==> config.mk <==
export PLATFORM = sky130hd
export DESIGN_NAME = rename_cap_stage
export DESIGN_NICKNAME = d
export VERILOG_FILES = /design/src/rtl/rename_cap_stage.sv
export SDC_FILE = /design/constraint.sdc
export NUM_CORES = 1
export LEC_CHECK = 0
export ABC_AREA = 0
export CAP_MARGIN = 40
export CORE_ASPECT_RATIO = 1.75
export CORE_MARGIN = 3
export CORE_UTILIZATION = 50
export CTS_CLUSTER_SIZE = 16
export DETAILED_ROUTE_END_ITERATION = 8
export DONT_BUFFER_PORTS = 1
export GPL_TIMING_DRIVEN = 0
export MAX_ROUTING_LAYER = met4
export PLACE_DENSITY_LB_ADDON = 0.08
export SYNTH_ARGS = -nofsm -noshare
export SYNTH_HDL_FRONTEND = slang
export SYNTH_SLANG_ARGS = --single-unit
==> constraint.sdc <==
create_clock -name clk_i -period 6.35 [get_ports clk_i]
set_input_delay 0.3175 -clock clk_i [delete_from_list [all_inputs] [get_ports clk_i]]
set_output_delay 0.3175 -clock clk_i [all_outputs]
set_load 0.005 [all_outputs]
==> src/rtl/rename_cap_stage.sv <==
// Rename stage: classifies capability micro-ops, meters them against a retire-fed credit pool,
// and buffers one bundle toward dispatch. Optional statistics counters: RENAME_CAP_STATS_EN.
`timescale 1ns/1ps

package uop_pkg;
  typedef enum logic [4:0] {
    UOP_NOP                = 5'd0,
    UOP_INT_ALU            = 5'd1,
    UOP_INT_MUL            = 5'd2,
    UOP_LOAD               = 5'd3,
    UOP_STORE              = 5'd4,
    UOP_BRANCH             = 5'd5,
    UOP_PREFIX_SELECT      = 5'd6,
    UOP_PREFIX_CANCEL      = 5'd7,
    UOP_CAP_CLONE_RESTRICT = 5'd8,
    UOP_CAP_LOAN_BEGIN     = 5'd9,
    UOP_CAP_LOAN_END       = 5'd10,
    UOP_CAP_JUMP           = 5'd11,
    UOP_CAP_RET            = 5'd12,
    UOP_LINK               = 5'd13
  } uop_tag_t;
endpackage

module rename_cap_stage #(
  parameter int LANES       = 4,
  parameter int CAP_CREDITS = 8,
  parameter int CNT_W       = 16,
  localparam int CW = $clog2(LANES + 1),
  localparam int KW = $clog2(CAP_CREDITS + 1)
) (
  input  logic                             clk_i,
  input  logic                             rst_i,
  input  logic                             decode_valid_i,
  output logic                             decode_ready_o,
  input  uop_pkg::uop_tag_t [LANES-1:0]    decode_uops_i,
  input  logic [CW-1:0]                    decode_uop_count_i,
  output logic                             dispatch_valid_o,
  input  logic                             dispatch_ready_i,
  output uop_pkg::uop_tag_t [LANES-1:0]    dispatch_uops_o,
  output logic [CW-1:0]                    dispatch_uop_count_o,
  output logic [LANES-1:0]                 dispatch_cap_mask_o,
  input  logic                             cap_retire_valid_i,
  input  logic [CW-1:0]                    cap_retire_count_i,
  output logic [KW-1:0]                    cap_credits_o,
  output logic                             cap_stall_o,
  output logic [CNT_W-1:0]                 capability_issued_count_o,
  output logic [CNT_W-1:0]                 cap_stall_cycles_o
);

  // Sum width wide enough that credits plus any retire count never wraps.
  localparam int SW = ((KW > CW) ? KW : CW) + 1;

  if (CAP_CREDITS < LANES) begin : g_bad_credits
    $error("rename_cap_stage: CAP_CREDITS must be >= LANES");
  end

  function automatic logic is_cap(input uop_pkg::uop_tag_t t);
    case (t)
      uop_pkg::UOP_PREFIX_SELECT, uop_pkg::UOP_PREFIX_CANCEL,
      uop_pkg::UOP_CAP_CLONE_RESTRICT, uop_pkg::UOP_CAP_LOAN_BEGIN,
      uop_pkg::UOP_CAP_LOAN_END, uop_pkg::UOP_CAP_JUMP,
      uop_pkg::UOP_CAP_RET, uop_pkg::UOP_LINK: is_cap = 1'b1;
      default:                                 is_cap = 1'b0;
    endcase
  endfunction

  logic                            valid_q, valid_d;
  uop_pkg::uop_tag_t [LANES-1:0]   uops_q, uops_d;
  logic [CW-1:0]                   count_q, count_d;
  logic [LANES-1:0]                mask_q, mask_d;
  logic [KW-1:0]                   credits_q, credits_d;

  logic [CW-1:0]    n_eff;
  logic [LANES-1:0] cap_mask;
  logic [CW-1:0]    need;
  logic             slot_free, credit_ok, accept;
  logic [SW-1:0]    credit_sum;

  always_comb begin
    n_eff    = (decode_uop_count_i > CW'(LANES)) ? CW'(LANES) : decode_uop_count_i;
    cap_mask = '0;
    need     = '0;
    for (int i = 0; i < LANES; i++) begin
      if ((CW'(i) < n_eff) && is_cap(decode_uops_i[i])) begin
        cap_mask[i] = 1'b1;
        need        = need + CW'(1);
      end
    end

    slot_free      = !valid_q || dispatch_ready_i;
    credit_ok      = SW'(need) <= SW'(credits_q);
    decode_ready_o = slot_free && credit_ok;
    accept         = decode_valid_i && decode_ready_o;
    cap_stall_o    = decode_valid_i && slot_free && !credit_ok;

    // accept guarantees need <= credits_q, so the subtraction cannot underflow.
    credit_sum = SW'(credits_q)
               - (accept ? SW'(need) : SW'(0))
               + (cap_retire_valid_i ? SW'(cap_retire_count_i) : SW'(0));
    credits_d  = (credit_sum > SW'(CAP_CREDITS)) ? KW'(CAP_CREDITS) : credit_sum[KW-1:0];

    valid_d = valid_q;
    uops_d  = uops_q;
    count_d = count_q;
    mask_d  = mask_q;
    if (accept && (n_eff != '0)) begin
      valid_d = 1'b1;
      uops_d  = decode_uops_i;
      count_d = n_eff;
      mask_d  = cap_mask;
    end else if (dispatch_ready_i) begin
      valid_d = 1'b0;
    end
  end

  always_ff @(posedge clk_i) begin
    if (rst_i) begin
      valid_q   <= 1'b0;
      count_q   <= '0;
      mask_q    <= '0;
      credits_q <= KW'(CAP_CREDITS);
      for (int i = 0; i < LANES; i++) uops_q[i] <= uop_pkg::UOP_NOP;
    end else begin
      valid_q   <= valid_d;
      uops_q    <= uops_d;
      count_q   <= count_d;
      mask_q    <= mask_d;
      credits_q <= credits_d;
    end
  end

  assign dispatch_valid_o     = valid_q;
  assign dispatch_uops_o      = uops_q;
  assign dispatch_uop_count_o = count_q;
  assign dispatch_cap_mask_o  = mask_q;
  assign cap_credits_o        = credits_q;

`ifdef RENAME_CAP_STATS_EN
  logic [CNT_W-1:0] issued_q, issued_d;
  logic [CNT_W-1:0] stall_q, stall_d;

  // Issued count wraps; stall-cycle count saturates.
  always_comb begin
    issued_d = issued_q;
    stall_d  = stall_q;
    if (accept)                       issued_d = issued_q + CNT_W'(need);
    if (cap_stall_o && (stall_q != '1)) stall_d  = stall_q + CNT_W'(1);
  end

  always_ff @(posedge clk_i) begin
    if (rst_i) begin
      issued_q <= '0;
      stall_q  <= '0;
    end else begin
      issued_q <= issued_d;
      stall_q  <= stall_d;
    end
  end

  assign capability_issued_count_o = issued_q;
  assign cap_stall_cycles_o        = stall_q;
`else
  assign capability_issued_count_o = '0;
  assign cap_stall_cycles_o        = '0;
`endif

endmodule
==> summary.md <==
| Metric | Value |
|---|---|
| WL met3 | 349 um |
| Worst setup EP type | flip-flop |
| Synth Flop Type | dfxtp_1 |
| Initial antenna violation count | 0 |
| Pleak | 1.152 nW |
| Initial Util | 0.5289 |
| Post-route DRC | 0 |
| Clk_lat worst skew | 0.28 ns |
| Met2 routed WL | 2636 um |
| Worst Hold Class | input port to flip-flop |
| CTS root buf | clkbuf_8 |
| DR iter-0 viols | 25 |
| Crit path from | decode_uops_i[8] |
| WL/cell | 14.16 um |
| Clock buffer count from CTS | 5 |
| Synth area leader | dfxtp_1 |
| RSZ-0062 raised after global routing | false |
| Synth top area share | 0.2865 |
| Synth async-reset ratio | 0 |
| CTS Sinks | 32 |
| Syn_area_per_cell | 9.126 um2 |
| # port buffers | 0 |
| Slew Viols, Final | 0 |
| Post-CTS Resized | 0 |
| Synth cell count leaders | nand2b_1, buf_4, dfxtp_1 |
| I/O Pins | 97 |
| Hold path depth | 2 |
| Clock buffer depth | 2 |
| Ant diodes | 0 |
| Post-synth EDFFs | 0 |
| Synth Cell Area | 2236 um2 |
| Post-DRT Antenna Nets | 0 |
| Register area share after synthesis | 0.2865 |
| Filler Cell Count | 430 |
| Rows | 31 |
| DR vias/cell | 4.937 |
| H-tree lvl count | 2 |
| Layout cell share with drive strength beyond 1 | 0.1690 |
| Reg2Reg Launch Point | cap_credits_o[2]$_SDFF_PP0_ |
| Hpwl dp | 3880 um |
| Startpoint types | input port |
| Routed vias | 1644 |
| Die height | 94.47 um |
| R2R setup slack | 2.34 ns |
| Arr. time, crit path | 5.60 ns |
| CP Max Fanout | 5 |
| Total core area | 4228 um2 |
| Fin crit period | 5.453 ns |
| First-pass GRT wire length | 7617 um |
| Dominant cells by area after synthesis | dfxtp_1, nand2b_1, buf_4 |
| Fmax | 0.1834 GHz |
| Yosys warnings | 0 |
| RR Endpoint | cap_credits_o[2]$_SDFF_PP0_ |
| Slew @ Worst Pin | 0.7888 ns |
| Total of max-cap violations | 0 |
| Status | complete, no violations |
| Final setup TNS | 0 ns |
| Setup bufs post-CTS | 0 |
| Fin. Hold Viols | 0 |
| #FFs+latches synth | 32 |
| Die Area | 5342 um2 |
| P per Cell Area | 280.3 nW/um2 |
| Final Cycle Share | 0.8588 |
| Overall power | 0.0007078 W |
| CTS tree | yes |
| Pre-antenna DRT Iters | 4 |
| CTS Hold Buffers Added | 0 |
| Largest net degree at the start of global routing | 12 |
| Worst slew margin | 0.4710 |
| Final Net Count | 327 |
| Critical path class | input port to flip-flop |
| Min Hold Slack | 0.1847 ns |
| GPL Wtd Cong | 0.7977 |
| Final setup fails | 0 |
| Worst Hold Launch | decode_uops_i[6] |
| CP required | 6.50 ns |
| Library cells used by synthesis | 45 |
| Max Used Layer | met4 |
| Die W | 56.55 um |
| Met1 wire length | 1671 um |
| Clk_skew | 0.007303 ns |
| Vias in the first global route | 1614 |
| Remaining Overflow, GRT | 0 |
| Post-Route WL | 4714 um |
| Total GRT Usage | 0.1864 |
| Clk slew on worst S/H paths | 0.08 ns |
| R2R cell count | 14 |
| Max VDD drop | 238.9 uV |
| Synth-to-layout area growth | 12.93% |
| Setup crit end | cap_credits_o[2]$_SDFF_PP0_ |
| Most frequent cell after synthesis | nand2b_1 |
| Post-synthesis cell count | 245 |
==> per-stage QoR <==
stage,utilization,setup WS [ns],std cells,cell area (um2)
after floorplan,-,1.417,276,2352
after global placement,0.5709,0.7116,325,2414
after detailed placement,0.5709,0.6649,325,2414
after CTS,0.5972,0.9163,333,2525
after global routing,0.5972,0.4309,333,2525
final,0.5972,0.8967,333,2525
==> cell families after synthesis <==
logic type | Yosys count | share of synthesized area
compound gates | 33 | 0.1158
fa+ha+maj | 13 | 0.08282
xor+xnor | 4 | 0.02238
mux | 24 | 0.1080
flops | 32 | 0.2865
other cells | 1 | 0.001677
buf+inv | 53 | 0.1500
simple gates | 85 | 0.2328
==> state kept, by name (all words and copies together) (netlist names) <==
signal,flops
dispatch_cap_mask_o,4
dispatch_valid_o,1
dispatch_uop_count_o,3
cap_credits_o,4
dispatch_uops_o,20
==> critical path, cell delays in order <==
cell	delay, ns
a21bo_2	0.20
a211oi_1	0.46
inv_1	0.09
ha_1	0.36
xor2_1	0.18
ha_1	0.24
o211ai_1	0.17
xor2_1	0.22
ha_1	0.27
and3_1	0.20
or3_1	0.40
o21ai_0	0.60
nor2_1	0.15
ha_1	0.31
inv_1	0.03
ha_1	0.20
fa_1	0.43
a2111oi_0	0.41
a21oi_1	0.08
o31ai_1	0.15
nor4_1	0.13
==> routing by layer <==
layer,GRT usage,up-vias
li1,-,846
met1,0.1819,737
met2,0.3485,57
met3,0.04925,4
met4,0.06337,0
met5,-,-
==> area by class of cell <==
type,count,area (um2),share of cell area
clock buffers,5,68.82,0.02725
well taps,49,61.31,0.02428
clock inverters,3,42.54,0.01685
plain buffers,41,290.3,0.1150
flip-flops and latches,32,640.6,0.2537
multi-input cells,191,1376,0.5451
inverters,12,45.04,0.01784
==> worst min-delay path by stage <==
| stage | slack [ns] | end |
|---|---|---|
| 5_1_grt | 0.19 | dispatch_uops_o[2]$_SDFFE_PP0P_ |
| 3_3_place_gp | 0.48 | dispatch_uops_o[15]$_SDFFE_PP0P_ |
| 2_1_floorplan | 0.46 | dispatch_cap_mask_o[2]$_SDFFE_PP0P_ |
| 3_5_place_dp | 0.48 | dispatch_uops_o[2]$_SDFFE_PP0P_ |
| 6_report | 0.18 | dispatch_uops_o[6]$_SDFFE_PP0P_ |
| 4_1_cts | 0.18 | dispatch_uops_o[2]$_SDFFE_PP0P_ |
==> cells in the final DEF (no fill, tap or decap), types with 2 or more instances in the layout <==
cell type / instances
nand2b_1: 48
buf_4: 32
conb_1: 32
dfxtp_1: 32
mux2i_1: 23
inv_1: 12
ha_1: 10
nand3b_1: 6
a211oi_1: 6
nor2_1: 6
clkbuf_1: 6
nand2_1: 5
a21oi_1: 5
clkbuf_8: 5
o32ai_1: 4
a21bo_2: 3
nor3_1: 3
nor2b_1: 3
or3_1: 3
a21boi_0: 3
fa_1: 3
and2_1: 2
and3b_1: 2
xor2_1: 2
a31oi_1: 2
buf_6: 2
nor4b_1: 2
==> where the power goes <==
| group | leakage [nW] | switching [W] | internal, W |
|---|---|---|---|
| clock network | 0.0541 | 0.0000797 | 0.000116 |
| registers | 0.263 | 0.0000267 | 0.000229 |
| logic | 0.835 | 0.000134 | 0.000122 |
(Power assumes the default switching activity.)
